$ cat src/rtl/muldiv_unit.sv
// Iterative multiply/divide unit holding architectural HI/LO.
// Radix-2 shift-add multiply and restoring divide share one 2*WIDTH accumulator.
//   state | meaning
//   IDLE  | waiting for start; MTHI/MTLO writes accepted
//   CALC  | one multiplier/quotient bit per cycle, WIDTH cycles
//   FIN   | sign fix-up, HI/LO write, done pulse
module muldiv_unit #(
  parameter int WIDTH = 32
) (
  input  logic             clk,
  input  logic             rst,
  input  logic             start,
  input  logic [1:0]       op,
  input  logic [WIDTH-1:0] a,
  input  logic [WIDTH-1:0] b,
  input  logic             mthi,
  input  logic             mtlo,
  input  logic [WIDTH-1:0] wdata,
  input  logic             cancel,
  output logic             busy,
  output logic             done,
  output logic             divzero,
  output logic [WIDTH-1:0] hi,
  output logic [WIDTH-1:0] lo
);

  localparam int CW = $clog2(WIDTH) + 1;

  typedef enum logic [1:0] {IDLE = 2'd0, CALC = 2'd1, FIN = 2'd2} state_t;

  state_t             state;
  logic [CW-1:0]      cnt;
  logic               is_div, is_signed, sign_a, sign_b, dz;
  logic [WIDTH-1:0]   opnd;
  logic [2*WIDTH-1:0] acc;

  logic [WIDTH-1:0]   mag_a, mag_b, quo_fix, rem_fix;
  logic [WIDTH:0]     mul_sum, trial, diff;
  logic [2*WIDTH-1:0] step_next, prod_fix;
  logic               flip;

  // acc holds {partial product, multiplier} or {remainder, dividend/quotient}
  always_comb begin
    mag_a   = (!op[0] && a[WIDTH-1]) ? -a : a;
    mag_b   = (!op[0] && b[WIDTH-1]) ? -b : b;
    mul_sum = {1'b0, acc[2*WIDTH-1:WIDTH]} + (acc[0] ? {1'b0, opnd} : '0);
    trial   = acc[2*WIDTH-1:WIDTH-1];
    diff    = trial - {1'b0, opnd};
    if (!is_div)
      step_next = {mul_sum, acc[WIDTH-1:1]};
    else if (diff[WIDTH])
      step_next = {acc[2*WIDTH-2:0], 1'b0};
    else
      step_next = {diff[WIDTH-1:0], acc[WIDTH-2:0], 1'b1};
    flip     = is_signed && (sign_a ^ sign_b);
    prod_fix = flip ? -acc : acc;
    quo_fix  = flip ? -acc[WIDTH-1:0] : acc[WIDTH-1:0];
    rem_fix  = (is_signed && sign_a) ? -acc[2*WIDTH-1:WIDTH] : acc[2*WIDTH-1:WIDTH];
  end

  assign busy = (state == CALC) || (state == FIN);

  always_ff @(posedge clk or posedge rst) begin
    if (rst) begin
      state     <= IDLE;
      cnt       <= '0;
      is_div    <= 1'b0;
      is_signed <= 1'b0;
      sign_a    <= 1'b0;
      sign_b    <= 1'b0;
      dz        <= 1'b0;
      opnd      <= '0;
      acc       <= '0;
      done      <= 1'b0;
      divzero   <= 1'b0;
      hi        <= '0;
      lo        <= '0;
    end else begin
      done    <= 1'b0;
      divzero <= 1'b0;
      if (cancel && state != IDLE) begin
        state <= IDLE;
      end else begin
        case (state)
          IDLE: begin
            if (mthi) hi <= wdata;
            if (mtlo) lo <= wdata;
            if (start && !cancel) begin
              is_div    <= op[1];
              is_signed <= !op[0];
              sign_a    <= !op[0] && a[WIDTH-1];
              sign_b    <= !op[0] && b[WIDTH-1];
              opnd      <= mag_b;
              acc       <= {{WIDTH{1'b0}}, mag_a};
              cnt       <= CW'(WIDTH);
              dz        <= op[1] && (b == '0);
              state     <= (op[1] && (b == '0)) ? FIN : CALC;
            end
          end
          CALC: begin
            acc <= step_next;
            cnt <= cnt - 1'b1;
            if (cnt == CW'(1)) state <= FIN;
          end
          FIN: begin
            done    <= 1'b1;
            divzero <= dz;
            if (!dz) begin
              if (is_div) begin
                hi <= rem_fix;
                lo <= quo_fix;
              end else begin
                {hi, lo} <= prod_fix;
              end
            end
            state <= IDLE;
          end
          default: state <= IDLE;
        endcase
      end
    end
  end

endmodule

$ cat config.mk
export PLATFORM = sky130hd
export DESIGN_NAME = muldiv_unit
export DESIGN_NICKNAME = d
export VERILOG_FILES = /design/src/rtl/muldiv_unit.sv
export SDC_FILE = /design/constraint.sdc
export NUM_CORES = 1
export LEC_CHECK = 0
export ABC_AREA = 1
export CORE_ASPECT_RATIO = 2
export CORE_MARGIN = 5
export CORE_UTILIZATION = 33
export CTS_CLUSTER_DIAMETER = 120
export DETAILED_ROUTE_END_ITERATION = 16
export HOLD_SLACK_MARGIN = 0.03
export SYNTH_ARGS = -nofsm -noshare
export SYNTH_HDL_FRONTEND = slang
export SYNTH_SLANG_ARGS = --single-unit
export TNS_END_PERCENT = 30
$ cat constraint.sdc
create_clock -name clk -period 7.42 [get_ports clk]
set_input_delay 1.113 -clock clk [delete_from_list [all_inputs] [get_ports clk]]
set_output_delay 1.113 -clock clk [all_outputs]
set_load 0.005 [all_outputs]
==> metrics.txt, run 1 <==
largest driver fanout on the critical path=45; pre-CTS setup slack=3.427 ns; pin count of the biggest net entering global routing=82; floorplan core area=between 0.05 and 0.06 mm^2; fraction of layout instances using a drive strength above 1=3.644%; transition time at the pin with the least slew margin=roughly 1 ns; critical path class=in -> reg; cell area after technology mapping=0.01745 mm^2; Die Wd=172.6 um; Synthesized Nets=3149; Post-Synth Simple-Gate Area=approximately two fifths; PD cells=466.6 mW/mm^2; combinational share of power=about two thirds; total global routing track utilization=27.73%; met3 track demand over resource in global routing=3.526%; endpoint kind of the worst setup timing path=flip-flop; post-route minimum period=3.491 ns; CTS Buffer Depth=2; synthesis-stage register bit count=175; latest clock arrival within the worst-skew pair=0.48 ns; routed via count divided by cell count=5.357; unrepaired setup endpoints after global routing=false; final count of hold timing violations=0; port bufs=170; sequential fraction of design power=21.6%; via count of the first global-routing pass=between 15k and 20k; Num Clock Sinks=around 180; main combinational cell family by area after synthesis=simple AND/OR/NAND/NOR gates; top achievable clock speed=approximately 290 MHz; commonest non-fill, non-tap cell in the layout=sky130_fd_sc_hd__nand2_1; overall die area=0.05786 mm^2; via count of the routed design=20.18k; cells resized by post-CTS repair=0; clock tree from TritonCTS=built; post-synthesis to final-layout area growth=16.48%; NumNets Final=3268; routed wirelength normalized by instance count=between 20 and 25 um; antenna-violating nets left=0; clock root buffer=sky130_fd_sc_hd__clkbuf_16; clk_skew=0.01176 ns; Yosys warning count=0; setup ws final=3.929 ns; Adder-Cell Fraction of Synth Area=5.463%; clock transition at the register clock pins on the worst setup and hold paths after CTS=0.07 ns; most frequent cells in the layout=sky130_fd_sc_hd__nand2_1, sky130_fd_sc_hd__inv_1, sky130_fd_sc_hd__nor2_1; number of I/O pins=around 170; Setup TNS Final=0 ns; data required time of the worst path=around 7.8 ns; total power consumption of the routed design=between 9 and 10 mW; syn avg cell area=5.876 um^2; Iter 0 DRT Violations=1299; switching share of power=57.76%; worst ir drop on vdd=222.1 uV; number of cells produced by synthesis=2970; multiplexer area fraction after synthesis=0%; routability congestion estimate=around 1.1; final setup violation count=0; internal power=4.006 mW; total length of routed wires=82.52 mm; clock share of power=9.9%; post-DP HPWL=about 67 mm; diode insertion count for antenna repair=0; gr busiest metal=met2; met1 Resource Use GR=24.94%; Max Cap Violations=0; number of detailed-routing iterations run before antenna repair=8; first-pass GRT wire length=121.8 mm; number of instances in the placed design=3735; number of antenna violations at the first check in global routing=1; Synth Area in XOR/XNOR=2.359%; Die Span Y=335.2 um; share of synthesized area occupied by flip-flops and latches=25.09%; post-route non-filler standard cell count=3766; slew margin rel.=33.03%; Leakage=9.909 nW; final worst hold slack=0.4993 ns; post-CTS setup buffer count=0; path category of the worst min-delay check=reg -> reg; Final Max Tran Viols=0; initial standard-cell utilization of the core=33.20%; met2 Track Usage GR=51.88%; placement row count=119; compound-gate portion of the synthesized area=14.80%; sw power=approximately 5.5 mW; GR Overflow Total=0; H-tree depth=4; outcome=finished, final reports clean; number of buffers inserted during clock tree synthesis=17; kind of start point of the critical path=input pin; CTS Hold Buffers Added=0; crit path DAT=3.84 ns; layout filler cell count=5908; library cells used by synthesis=49; DRC violation count after routing=0; final critical-path share of the clock period=~47%
==> layer usage <==
layer	wire (um)	vias to the layer above
li1	-	9857
met1	26510	9291
met2	43010	694
met3	3098	332
met4	9881	2
met5	13	-
==> cell families (layout without fill, tap and decap cells) <==
family / after synthesis / in the layout
xor+xnor: 47 / 47
compound gates: 485 / 485
flops: 175 / 175
simple gates: 1698 / 1698
fa+ha+maj: 75 / 75
buf+inv: 490 / 621
==> cell type report <==
| class | count | area (um^2) | area share, % |
|---|---|---|---|
| well taps | 665 | 832.0 | 4.093 |
| repair buffers | 197 | 1904 | 9.368 |
| inverters | 393 | 1480 | 7.282 |
| multi-input cells | 2305 | 11150 | 54.84 |
| clock inverters | 12 | 137.6 | 0.6771 |
| flip-flops and latches | 175 | 4383 | 21.56 |
| clock buffers | 19 | 442.9 | 2.179 |
==> through the flow <==
stage / cell area, um^2 / util (%)
final: 20330 / 38.67
after global routing: 20330 / 38.67
after CTS: 20330 / 38.67
after detailed placement: 19750 / 37.57
after global placement: 19750 / 37.57
after floorplan: 17450 / -
==> cells in the mapped netlist (all sizes together) <==
library cell | instances | area share (%)
a21boi | 1 | 0.043
a21o | 6 | 0.26
a21oi | 224 | 6.5
a31oi | 47 | 1.7
and2 | 2 | 0.072
and3 | 1 | 0.036
buf | 42 | 1.4
clkbuf | 54 | 1.2
clkinv | 5 | 0.11
dfrtp | 175 | 25
dlymetal6s2s | 1 | 0.072
fa | 2 | 0.23
ha | 73 | 5.2
inv | 388 | 8.3
nand2 | 872 | 19
nand3 | 330 | 9.5
nand3b | 26 | 1.1
nand4 | 34 | 1.2
nor2 | 381 | 8.5
nor3 | 28 | 0.83
nor3b | 1 | 0.043
nor4 | 8 | 0.32
o211ai | 9 | 0.39
o21a | 4 | 0.17
o21ai | 182 | 5.2
o21bai | 9 | 0.39
o22ai | 2 | 0.072
o31ai | 1 | 0.043
or2 | 15 | 0.54
xnor2 | 17 | 0.85
xor2 | 30 | 1.5
==> power groups by stage <==
stage / clock (mW) / sequential [mW] / combinational, mW
after floorplan: 0 / 1.76 / 4.19
after CTS: 0.950 / 2.04 / 6.42
after global routing: 0.982 / 2.08 / 7.13
after global placement: 0 / 2.05 / 6.39
final: 0.940 / 2.05 / 6.50
after detailed placement: 0 / 2.06 / 6.40
==> critical path, cell delays in order <==
cell and delay [ns]:
sky130_fd_sc_hd__clkdlybuf4s50_1 0.41, sky130_fd_sc_hd__inv_1 0.10, sky130_fd_sc_hd__nand2_1 0.09, sky130_fd_sc_hd__nor2_2 0.08, sky130_fd_sc_hd__buf_4 0.26, sky130_fd_sc_hd__inv_2 0.07, sky130_fd_sc_hd__nand2_2 0.56, sky130_fd_sc_hd__buf_4 0.49
sky130_fd_sc_hd__nand3_1 0.14, sky130_fd_sc_hd__or2_1 0.27, sky130_fd_sc_hd__o21ai_0 0.15, sky130_fd_sc_hd__nand3_1 0.08
==> sequential cells by signal, indices dropped and copies added, names as in the netlist <==
signal and flops:
dz 1, is_div 1, hi 32, opnd 32
acc 64, sign_b 1, state 2, lo 32
sign_a 1, cnt 6, is_signed 1, divzero 1
done 1
==> worst paths after layout <==
path	startpoint	to	slack (ns)	cells after the start
worst min-delay path	dz	dz	0.50	2
worst min register to register	dz	dz	0.50	2
worst max-delay path	cancel	cnt[5]	3.93	12
worst max register to register	acc[55]	acc[54]	3.96	13
min in group asynchronous	rst	lo[6]	1.02	2
max in group asynchronous	rst	is_div	5.04	3
Note: power is estimated with default switching activity, not from simulation.
==> run 2, diff against run 1 <==
==> constraint.sdc (replaced) <==
create_clock -name clk -period 3.2 [get_ports clk]
set_input_delay 0.48 -clock clk [delete_from_list [all_inputs] [get_ports clk]]
set_output_delay 0.48 -clock clk [all_outputs]
set_load 0.005 [all_outputs]
==> metrics.txt, run 2 (same netlist as run 1, synthesis figures left out) <==
outcome=finished, final reports clean; register bank with the most flops=acc; critical path class=reg -> reg; Die Span Y=335.2 um; first-pass GRT wire length=123.6 mm; top achievable clock speed=~330 MHz; H-tree depth=4; path category of the worst min-delay check=in -> async; total global routing track utilization=28.26%; critical path's most frequent cell=sky130_fd_sc_hd__nand2_1; total length of routed wires=84.92 mm; post-DP HPWL=approximately 67 mm; delay of the slowest cell on the worst path=0.58 ns; transition time at the pin with the least slew margin=0.8671 ns; final critical-path share of the clock period=96.00%; number of cells on the worst reg-to-reg path=13; latest clock arrival within the worst-skew pair=~0.47 ns; Num Clock Sinks=175; setup ws final=0.1280 ns; fraction of layout instances using a drive strength above 1=5.059%; worst setup path endpoint=hi[6]; list of cells traversed by the critical path=buf_4 -> inv_2 -> ha_1 -> nand2_1 -> nor2_1 -> nand2_1 -> nor2_4 -> nand3_1 -> o21ai_1 -> nand2_1 -> nand2_1 -> nand3_1 -> a21oi_1; crit path DAT=roughly 3.5 ns; endpoint of the worst register-to-register path=hi[6]; number of detailed-routing iterations run before antenna repair=6; Max Cap Violations=0; diode insertion count for antenna repair=0; Final Max Tran Viols=0; area occupied by multi-input gates=roughly 0.011 mm^2; most frequent cells in the layout=sky130_fd_sc_hd__nand2_1, sky130_fd_sc_hd__inv_1, sky130_fd_sc_hd__nor2_1; DRC violation count after routing=0; worst reg2reg startpoint=acc[0]; via count of the first global-routing pass=20.21k; area used by sequential logic in the layout=roughly 0.0044 mm^2; routed wirelength normalized by instance count=22.30 um; PD cells=1101 mW/mm^2; endpoint kind of the worst setup timing path=flip-flop; worst ir drop on vdd=535.9 uV; final setup violation count=0; largest driver fanout on the critical path=25; routability congestion estimate=1.085; placement row count=119; Leakage=10.17 nW; data required time of the worst path=around 3.6 ns; commonest non-fill, non-tap cell in the layout=sky130_fd_sc_hd__nand2_1; launch point of the worst path=acc[0]; final worst hold slack=~0.45 ns; via count of the routed design=20.57k; CTS Buffer Depth=2; flip-flop count of the largest register, all copies and words added=64; layout filler cell count=5868; number of I/O pins=171; pre-CTS setup slack=0.2862 ns; clock transition at the register clock pins on the worst setup and hold paths after CTS=0.09 ns; antenna-violating nets left=0; final count of hold timing violations=0; routed via count divided by cell count=about 5.4; Die Wd=~170 um; initial standard-cell utilization of the core=33.20%; pin count of the biggest net entering global routing=65; slew margin rel.=roughly 42%; post-route minimum period=3.072 ns; overall die area=0.05786 mm^2; number of buffers inserted during clock tree synthesis=17; GR Overflow Total=0; kind of start point of the critical path=flip-flop; NumNets Final=3309; Crit path buffers/inverters=2; gate family responsible for the most delay along the worst path=simple AND/OR/NAND/NOR gates; CTS Hold Buffers Added=0; count of cell instances traversed by the critical path=13; Iter 0 DRT Violations=1543; post-synthesis to final-layout area growth=19.02%; port bufs=170; clock tree from TritonCTS=built; floorplan core area=~0.053 mm^2; worst setup slack for register-to-register paths=0.13 ns; clock root buffer=sky130_fd_sc_hd__clkbuf_16; post-CTS setup buffer count=0; clk_skew=0.01443 ns; number of antenna violations at the first check in global routing=2; library cell contributing the largest single delay on the critical path=sky130_fd_sc_hd__o21ai_1; unrepaired setup endpoints after global routing=true
run 2: changes by cell type in the layout (fill, tap and decap cells not counted), moves of 2 or more:
cell                         previous run  this run
sky130_fd_sc_hd__buf_4                 27        63
sky130_fd_sc_hd__clkinv_2               2         0
sky130_fd_sc_hd__clkinvlp_4             4         1
sky130_fd_sc_hd__inv_8                  1         3
sky130_fd_sc_hd__buf_12                 0         5
sky130_fd_sc_hd__clkinv_8               0         5
sky130_fd_sc_hd__inv_6                  1         3
run 2: repair_timing:
item / 4_1_cts / 5_1_grt
resized for setup: 0 / 4
setup endpoints to repair: 0 / 5
endpoints found under the hold margin: 0 / 0
run 2: layer usage:
metal	vias to the layer above	share of wire (%)	wire length, um	track usage [%]
li1	9935	-	-	-
met1	9447	31	26610	25.45
met2	822	51	43640	52.55
met3	362	5.4	4622	4.371
met4	2	12	10040	27.11
met5	-	0.0082	7	0
run 2: through the flow:
| step | power (mW) | util [%] | TNS (ns) | area, um^2 | std cells |
|---|---|---|---|---|---|
| after floorplan | 13.80 | - | 0 | 17460 | 2970 |
| after global placement | 20.01 | 38.27 | 0 | 20120 | 3776 |
| after detailed placement | 20.03 | 38.27 | 0 | 20120 | 3776 |
| after CTS | 22.44 | 39.50 | 0 | 20760 | 3808 |
| after global routing | 24.45 | 39.52 | -0.07075 | 20770 | 3808 |
| final | 22.86 | 39.52 | 0 | 20770 | 3808 |
run 2: where the power goes:
part | total [mW] | leakage (nW) | switching [mW] | internal (mW)
Combinational | 15.9 | 7.78 | 10.7 | 5.24
Sequential | 4.55 | 2.07 | 1.32 | 3.24
Clock | 2.37 | 0.312 | 1.16 | 1.21
run 2: final cells by class:
cell class | count | area share (%)
timing repair buffer | 238 | 10.95
tap | 665 | 4.006
inverter | 393 | 7.120
sequential | 175 | 21.10
multi-input combinational | 2305 | 53.72
clock inverter | 15 | 1.054
clock buffer | 17 | 2.048
run 2: worst min path at each step:
stage,start,end,slack (ns),cells past startpoint
2_1_floorplan,dz,dz,0.45,2
3_3_place_gp,dz,dz,0.47,2
3_5_place_dp,dz,dz,0.47,2
4_1_cts,rst,lo[18],0.44,2
5_1_grt,rst,lo[18],0.48,2
6_report,rst,acc[0],0.45,2
